File: config.mk
export PLATFORM = sky130hd
export DESIGN_NAME = spi_ram_ctrl_flat
export DESIGN_NICKNAME = d
export VERILOG_FILES = /design/src/rtl/spi_ram_ctrl_if.sv /design/src/rtl/spi_ram_ctrl.sv /design/src/flat_wrapper.sv
export SDC_FILE = /design/constraint.sdc
export NUM_CORES = 2
export LEC_CHECK = 0
export ABC_AREA = 1
export BUFFER_PORTS_ARGS = -buffer_cell sky130_fd_sc_hd__buf_2
export CAP_MARGIN = 20
export CORE_ASPECT_RATIO = 1.25
export CORE_MARGIN = 4
export CORE_UTILIZATION = 45
export DETAILED_ROUTE_END_ITERATION = 12
export GPL_ROUTABILITY_DRIVEN = 0
export SKIP_LAST_GASP = 1
export SYNTH_ARGS = -nofsm -noshare
export SYNTH_HDL_FRONTEND = slang
export SYNTH_SLANG_ARGS = --single-unit
export TNS_END_PERCENT = 100
File: constraint.sdc
create_clock -name clk -period 2.4 [get_ports clk]
set_input_delay 0.36 -clock clk [delete_from_list [all_inputs] [get_ports clk]]
set_output_delay 0.36 -clock clk [all_outputs]
set_load 0.05 [all_outputs]
File: src/rtl/spi_ram_ctrl_if.sv
// Word bus between the SPI slave (master side) and the command-decoding RAM (slave side).
// Handshake: rx_valid is a one-cycle strobe that qualifies rx_data; there is no ready, so
// every strobed word is consumed. tx_valid qualifies tx_data and stays high until the next consumed command.
interface spi_ram_ctrl_if;
  logic [9:0] rx_data;
  logic       rx_valid;
  logic [7:0] tx_data;
  logic       tx_valid;

  modport master (output rx_data, output rx_valid, input tx_data, input tx_valid);
  modport slave  (input rx_data, input rx_valid, output tx_data, output tx_valid);
endinterface

File: src/rtl/spi_ram_ctrl.sv
// Command-decoding single-port RAM behind the SPI slave: address loads, writes and read fetches.
// Optional feature: define SPI_RAM_AUTOINC_EN to post-increment the address after each data access.
module spi_ram_ctrl #(
    parameter int MEM_DEPTH = 256,
    parameter int ADDR_SIZE = 8
) (
    input  logic                 clk,
    input  logic                 rst,
    spi_ram_ctrl_if.slave        bus,
    output logic [ADDR_SIZE-1:0] dbg_wr_addr,
    output logic [ADDR_SIZE-1:0] dbg_rd_addr
);

    typedef enum logic [1:0] {
        CMD_WR_ADDR = 2'b00,
        CMD_WR_DATA = 2'b01,
        CMD_RD_ADDR = 2'b10,
        CMD_RD_DATA = 2'b11
    } cmd_t;

    localparam logic [31:0] DEPTH_W = 32'(MEM_DEPTH);
    localparam logic [31:0] LAST_W  = 32'(MEM_DEPTH - 1);

    logic [7:0]           mem [MEM_DEPTH];
    logic [ADDR_SIZE-1:0] wr_addr;
    logic [ADDR_SIZE-1:0] rd_addr;
    logic [7:0]           tx_data_q;
    logic                 tx_valid_q;

    cmd_t                 cmd;
    logic [ADDR_SIZE-1:0] payload_addr;
    logic [7:0]           payload_byte;
    logic                 wr_in_range;
    logic                 rd_in_range;

    assign cmd          = cmd_t'(bus.rx_data[9:8]);
    assign payload_addr = bus.rx_data[ADDR_SIZE-1:0];
    assign payload_byte = bus.rx_data[7:0];
    assign wr_in_range  = 32'(wr_addr) < DEPTH_W;
    assign rd_in_range  = 32'(rd_addr) < DEPTH_W;

`ifdef SPI_RAM_AUTOINC_EN
    // Wrap compares against the last legal word so non-power-of-2 depths wrap correctly.
    function automatic logic [ADDR_SIZE-1:0] bump(input logic [ADDR_SIZE-1:0] a);
        if (32'(a) == LAST_W) return '0;
        return a + ADDR_SIZE'(1);
    endfunction
`endif

    always_ff @(posedge clk or posedge rst) begin
        if (rst) begin
            wr_addr    <= '0;
            rd_addr    <= '0;
            tx_data_q  <= 8'h00;
            tx_valid_q <= 1'b0;
        end else if (bus.rx_valid) begin
            case (cmd)
                CMD_WR_ADDR: begin
                    wr_addr    <= payload_addr;
                    tx_valid_q <= 1'b0;
                end
                CMD_WR_DATA: begin
`ifdef SPI_RAM_AUTOINC_EN
                    wr_addr    <= bump(wr_addr);
`endif
                    tx_valid_q <= 1'b0;
                end
                CMD_RD_ADDR: begin
                    rd_addr    <= payload_addr;
                    tx_valid_q <= 1'b0;
                end
                CMD_RD_DATA: begin
                    // Out-of-range reads still complete, returning zero.
                    tx_data_q  <= rd_in_range ? mem[rd_addr] : 8'h00;
                    tx_valid_q <= 1'b1;
`ifdef SPI_RAM_AUTOINC_EN
                    rd_addr    <= bump(rd_addr);
`endif
                end
                default: tx_valid_q <= 1'b0;
            endcase
        end
    end

    // Storage is deliberately not reset; out-of-range writes are dropped.
    always_ff @(posedge clk) begin
        if (bus.rx_valid && cmd == CMD_WR_DATA && wr_in_range) begin
            mem[wr_addr] <= payload_byte;
        end
    end

    assign bus.tx_data  = tx_data_q;
    assign bus.tx_valid = tx_valid_q;
    assign dbg_wr_addr  = wr_addr;
    assign dbg_rd_addr  = rd_addr;

endmodule

File: src/flat_wrapper.sv
// flat-port wrapper written by rule: the top's interface ports become plain ports
module spi_ram_ctrl_flat 
#(
    parameter int MEM_DEPTH = 256,
    parameter int ADDR_SIZE = 8
)
  (clk, rst, dbg_wr_addr, dbg_rd_addr, bus_rx_data, bus_rx_valid, bus_tx_data, bus_tx_valid);
  spi_ram_ctrl_if bus_i ();
  input  logic clk;
  input  logic rst;
  output logic [ADDR_SIZE-1:0] dbg_wr_addr;
  output logic [ADDR_SIZE-1:0] dbg_rd_addr;
  input wire logic [$bits(bus_i.rx_data)-1:0] bus_rx_data;
  input wire logic [$bits(bus_i.rx_valid)-1:0] bus_rx_valid;
  output wire logic [$bits(bus_i.tx_data)-1:0] bus_tx_data;
  output wire logic [$bits(bus_i.tx_valid)-1:0] bus_tx_valid;
  assign bus_i.rx_data = bus_rx_data;
  assign bus_i.rx_valid = bus_rx_valid;
  assign bus_tx_data = bus_i.tx_data;
  assign bus_tx_valid = bus_i.tx_valid;
  spi_ram_ctrl #(.MEM_DEPTH(MEM_DEPTH), .ADDR_SIZE(ADDR_SIZE)) u_core (.clk(clk), .rst(rst), .bus(bus_i), .dbg_wr_addr(dbg_wr_addr), .dbg_rd_addr(dbg_rd_addr));
endmodule
---- Word level (Yosys, flattened, before mapping) ----
Memories as Yosys holds them, arrays and structs flattened. A register that Yosys moved wholly into a read port is not among the register bits.
Index checks and enable logic that the tools add are counted.
cells by class
  multiplexer cells ....................... 3
  reduce and logical (&&, ||, !) cells .... 6
  equality and inequality tests ........... 3
operator list
  kind                                                                   count
  2-bit AND reduction                                                    3
  2-bit equality test, second input constant                             2
  3-bit OR reduction                                                     1
  2-bit by 1-bit equality test with 1-bit output, second input constant  1
  2-bit zero test                                                        1
  1-bit two-way mux                                                      2
  1-bit one-hot mux with 2 select lines                                  1
  1-bit logical AND                                                      1
word-level totals
  register bits ........................... 17
  input port bits ......................... 13
  output and inout bits ................... 25
  memories kept ........................... 1
  bits in writable memories ............... 2,048
  word-level logic and storage cells ...... 16
memory list
  name        depth  width  read ports  clocked after Yosys merged registers in  write ports  line                text
  u_core.mem  256    8      1           1                                        1            spi_ram_ctrl.sv:24  logic [7:0] mem [MEM_DEPTH];

---- Longest topological paths before layout ----
  depth in word-level cells ............... 4
  depth in mapped cells ................... 15
  depth with buffers taken out ............ 11

---- Worst setup path before layout ----
Ideal clock, no wire load.
  path type ............................... reg2reg
  start ................................... reg u_core.wr_addr[5], in the netlist u_core.dbg_wr_addr[5]
  end ..................................... mem u_core.mem[161][0] (enable)
  slack ................................... 0.263 ns
  cell stages (with the launch flop) ...... 6
  arrival time ............................ 1.767 ns
  buffers on the path ..................... 1
  setup time .............................. 0.370 ns
  required time ........................... 2.030 ns
  path through ............................ dfrtp_1 -> inv_1 -> nor2_1 -> nand3_1 -> clkbuf_1 -> nor2_1
RTL lines
  item                      line                text
  start: declaration        spi_ram_ctrl.sv:25  logic [ADDR_SIZE-1:0] wr_addr;
  start signal: assignment  spi_ram_ctrl.sv:59  wr_addr <= payload_addr;
  end: declaration          spi_ram_ctrl.sv:24
Straight into the memory's write port.

==> impl_metrics.csv <==
group,metric,value,unit
yosys,number_of_flops_mapped_to_enable_cells_by_yosys,2048,
sta,grt_setup_unrepaired,"yes",
yosys,syn_avg_cell_area,11.90,um2
sta,timing.clock.skew,0.03214,ns
clock_network,cts_sinks,2073,
yosys,synth-compound-area-share,0.09518,%
sta,setup_ws,-0.1452,ns
route,drt_iter0_markers,6617,
floorplanning,die_w,394.7,um
yosys,netlist_top_cells_area,"sky130_fd_sc_hd__edfxtp_1, sky130_fd_sc_hd__nand3_1, sky130_fd_sc_hd__nand2_1",
yosys,synthXorXnorAreaFrac,0,%
yosys,synth_top_family_by_area,"simple AND/OR/NAND/NOR gates",
power,worst_ir_drop_vdd,0.0007981,V
grt,antenna_found_initial,5,
final_layout,syn2layout_area_growth,19.59,%
yosys,synth_async_sr_flop_share,1.206,%
grt,grt_pass1_wl,360500,um
power,power_leakage,36.33,nW
critical_path,worstPathMaxFanout,35,
sta,max_slew_violation_count,0,
critical_path,worstPathRequired,3.12,ns
final_layout,proportion_of_layout_cells_with_a_drive_suffix_above_1,16.29,%
yosys,synthMostInstantiatedCell,"sky130_fd_sc_hd__nand2_1",
sta,final_hold_viol_count,0,
clock_network,cts_buffers,198,
route,ant_nets,0,
grt,grt_remaining_overflow,0,
floorplanning,placeableCoreArea,0.1860,mm2
clock_network,later_pin_clock_latency_in_the_skew_report,0.84,ns
clock_network,cts_tree,"built",
yosys,yosys.cell_types.count,16,
critical_path,worstPathArrival,3.27,ns
yosys,syn_area,0.08413,mm2
sta,slew-limit-headroom,50.90,%
yosys,synthDominantAreaCellType,"sky130_fd_sc_hd__edfxtp_1",
floorplanning,placementRows,177,
status,violations,"setup timing",
yosys,netlist.area_leader.share,73.10,%
job,timing.max_cap.violations,0,
critical_path,worstSetupEndpointType,"flip-flop",
yosys,ys_top_cells_by_count,"sky130_fd_sc_hd__nand2_1, sky130_fd_sc_hd__edfxtp_1, sky130_fd_sc_hd__nand3_1, sky130_fd_sc_hd__nor2_1, sky130_fd_sc_hd__buf_2",
floorplanning,io_pins,38,
grt,pin_count_of_the_biggest_net_entering_global_routing,75,
critical_path,setup.worst_path.class,"flip-flop to flip-flop",
yosys,synthesis.yosys.warnings,0,
sta,totalNegativeSetupSlack,-0.6860,ns
floorplanning,floorplan.die_area,0.1940,mm2
power,power-per-cell-area,860.8,mW/mm2
route,routed_wire_length_per_instance,24.06,um
yosys,synth-simple-area-share,22.89,%
floorplanning,die-height,491.4,um
clock_network,clock-root-buffer,"sky130_fd_sc_hd__clkbuf_16",
sta,final-setup-viol-count,9,
critical_path,timing.critical_path.from_type,"flip-flop",
yosys,main_flop_type_after_synthesis,"sky130_fd_sc_hd__edfxtp_1",
route,wirelength,244700,um
clock_network,cts_max_level,4,
yosys,synth_sequential_area_ratio,73.84,%
sta,worstMarginPinSlew,0.7365,ns
sta,layout_worst_path_cycle_share,106.0,%
grt,grt_use_total,24.79,%
yosys,synthesis.instances,7071,
final_layout,fillCellCount,15410,
place,portBuffers,37,
hold_path,timing.hold.worst.class,"primary input to asynchronous set/reset pin",
route,dr.pass1.iters,9,
clock_network,clk_pin_slew,0.07,ns
clock_network,clock_path_buffers,3,
sta,maxClockFrequency,392.9,MHz
floorplanning,start_util,45.23,%
sta,hold_ws,0.1673,ns
sta,final_period_minus_worst_setup_slack,2.545,ns
route,avgViaCountPerCell,5.662,
route,post-route-drc-count,0,
yosys,synth-seq-cells,2073,
yosys,syn_nets,7084,
grt,grt_pass1_vias,55250,
final_layout,final_nets,7602,
route,routed-via-count,57590,
yosys,synth_mux_area_share,0,%
status,outcome,"finished, violations left",
yosys,yosys.area_share.adder,0,%
place,detailedPlacementHpwl,148500,um
[state kept, by name (all words and copies together), names as in the netlist]
signal / count
u_core.bus.tx_data: 8
u_core.dbg_wr_addr: 8
u_core.dbg_rd_addr: 8
u_core.mem: 2048
u_core.bus.tx_valid: 1
[layer usage]
| metal | part of all wire (%) | global-route usage [%] |
|---|---|---|
| met5 | 0 | 0 |
| met4 | 4.5 | 10.61 |
| met2 | 48 | 40.42 |
| met1 | 39 | 32.63 |
| met3 | 8.5 | 4.723 |
[final cells by class]
| cell class | instances | area [um2] | area share, % |
|---|---|---|---|
| Sequential cell | 2073 | 62140 | 61.76 |
| Multi-Input combinational cell | 4463 | 20380 | 20.25 |
| Timing Repair inverter | 1 | 11.26 | 0.01119 |
| Clock buffer | 254 | 5259 | 5.226 |
| Timing Repair Buffer | 800 | 8511 | 8.458 |
| Clock inverter | 108 | 1054 | 1.047 |
| Antenna cell | 3 | 7.507 | 0.007461 |
| Inverter | 52 | 234.0 | 0.2325 |
| Tap cell | 2416 | 3023 | 3.004 |
[worst paths after layout]
check | to | depth (start not counted) | start | slack, ns
max | u_core.bus.tx_data[2] | 13 | u_core.dbg_rd_addr[0] | -0.15
min | u_core.bus.tx_data[0] | 4 | rst | 0.17
max reg2reg | u_core.bus.tx_data[2] | 13 | u_core.dbg_rd_addr[0] | -0.15
min reg2reg | u_core.bus.tx_data[4] | 2 | u_core.bus.tx_data[4] | 0.52
max in group asynchronous | u_core.dbg_rd_addr[1] | 4 | rst | 1.83
min in group clk | u_core.bus.tx_data[3] | 6 | bus_rx_data[9] | 0.23
[layout by cell type, fill, tap and decap left out, types with 2 or more instances in the layout]
| cell | netlist | final |
|---|---|---|
| sky130_fd_sc_hd__dfrtp_1 | 25 | 20 |
| sky130_fd_sc_hd__dfrtp_4 | 0 | 5 |
| sky130_fd_sc_hd__nand3_4 | 0 | 14 |
| sky130_fd_sc_hd__nor2_1 | 283 | 282 |
| sky130_fd_sc_hd__inv_6 | 0 | 3 |
| sky130_fd_sc_hd__nand2_2 | 0 | 10 |
| sky130_fd_sc_hd__clkbuf_16 | 0 | 201 |
| sky130_fd_sc_hd__diode_2 | 0 | 3 |
| sky130_fd_sc_hd__clkinvlp_4 | 0 | 2 |
| sky130_fd_sc_hd__buf_8 | 0 | 12 |
| sky130_fd_sc_hd__clkinv_16 | 0 | 2 |
| sky130_fd_sc_hd__buf_16 | 0 | 20 |
| sky130_fd_sc_hd__inv_8 | 0 | 2 |
| sky130_fd_sc_hd__clkbuf_8 | 0 | 3 |
| sky130_fd_sc_hd__bufinv_16 | 0 | 16 |
| sky130_fd_sc_hd__inv_4 | 1 | 2 |
| sky130_fd_sc_hd__buf_2 | 258 | 24 |
| sky130_fd_sc_hd__inv_16 | 0 | 4 |
| sky130_fd_sc_hd__clkinv_2 | 0 | 33 |
| sky130_fd_sc_hd__nand3_1 | 2044 | 1865 |
| sky130_fd_sc_hd__o21ai_0 | 16 | 16 |
| sky130_fd_sc_hd__clkbuf_1 | 102 | 50 |
| sky130_fd_sc_hd__buf_4 | 59 | 565 |
| sky130_fd_sc_hd__edfxtp_1 | 2048 | 2048 |
| sky130_fd_sc_hd__dlygate4sd3_1 | 0 | 10 |
| sky130_fd_sc_hd__nand2_1 | 2118 | 2108 |
| sky130_fd_sc_hd__clkinv_4 | 0 | 2 |
| sky130_fd_sc_hd__nand3_2 | 0 | 165 |
| sky130_fd_sc_hd__inv_1 | 47 | 45 |
| sky130_fd_sc_hd__buf_12 | 0 | 128 |
| sky130_fd_sc_hd__clkinv_1 | 2 | 44 |
| sky130_fd_sc_hd__clkinv_8 | 0 | 4 |
| sky130_fd_sc_hd__buf_6 | 15 | 26 |
| sky130_fd_sc_hd__bufbuf_16 | 0 | 14 |
[what timing repair did]
action                                  4_1_cts  5_1_grt
gates resized for setup                     187       77
endpoints found under the hold margin       242        0
hold buffers                                 10        0
pin swaps                                    25       11
gates cloned                                 19        0
endpoints found under the setup margin       13       18
buffers inserted                             22        9
[metrics by stage]
stage | utilization [%] | instance area (um2) | instances | power (mW) | setup slack [ns]
finish | 54.09 | 100600 | 10170 | 86.61 | -0.1452
global route | 54.09 | 100600 | 10170 | 89.67 | -0.1673
CTS | 53.84 | 100200 | 10160 | 86.75 | -0.08412
detailed placement | 49.45 | 91990 | 9746 | 54.98 | -0.3371
global placement | 49.45 | 91990 | 9746 | 54.87 | -0.3571
floorplan | - | 84130 | 7071 | 48.56 | 0.2628
[cell families (layout without fill, tap and decap cells)]
family          after synthesis  count (layout)
flops                      2073            2073
other cells                   0               3
buf+inv                     535            1215
simple gates               4447            4447
compound gates               16              16
[report_power, final]
part,switching (mW),internal [mW],leakage [nW],total (mW)
Combinational,10.4,5.43,14.5,15.8
Sequential,0.249,39.9,18.7,40.1
Clock,13.5,17.2,3.08,30.7
Total,24.1,62.5,36.3,86.6
[critical path, cell delays in order, from the launching register on]
cell	delay [ns]
sky130_fd_sc_hd__dfrtp_4	0.61
sky130_fd_sc_hd__buf_12	0.21
sky130_fd_sc_hd__buf_12	0.19
sky130_fd_sc_hd__buf_4	0.17
sky130_fd_sc_hd__nand2_1	0.07
sky130_fd_sc_hd__nand3_1	0.09
sky130_fd_sc_hd__nand3_1	0.13
sky130_fd_sc_hd__nand3_2	0.16
sky130_fd_sc_hd__nand3_1	0.12
sky130_fd_sc_hd__nand3_1	0.16
sky130_fd_sc_hd__nand3_2	0.18
sky130_fd_sc_hd__nand3_2	0.16
sky130_fd_sc_hd__nand3_1	0.11
sky130_fd_sc_hd__nand2_1	0.05
(Power assumes the default switching activity.)
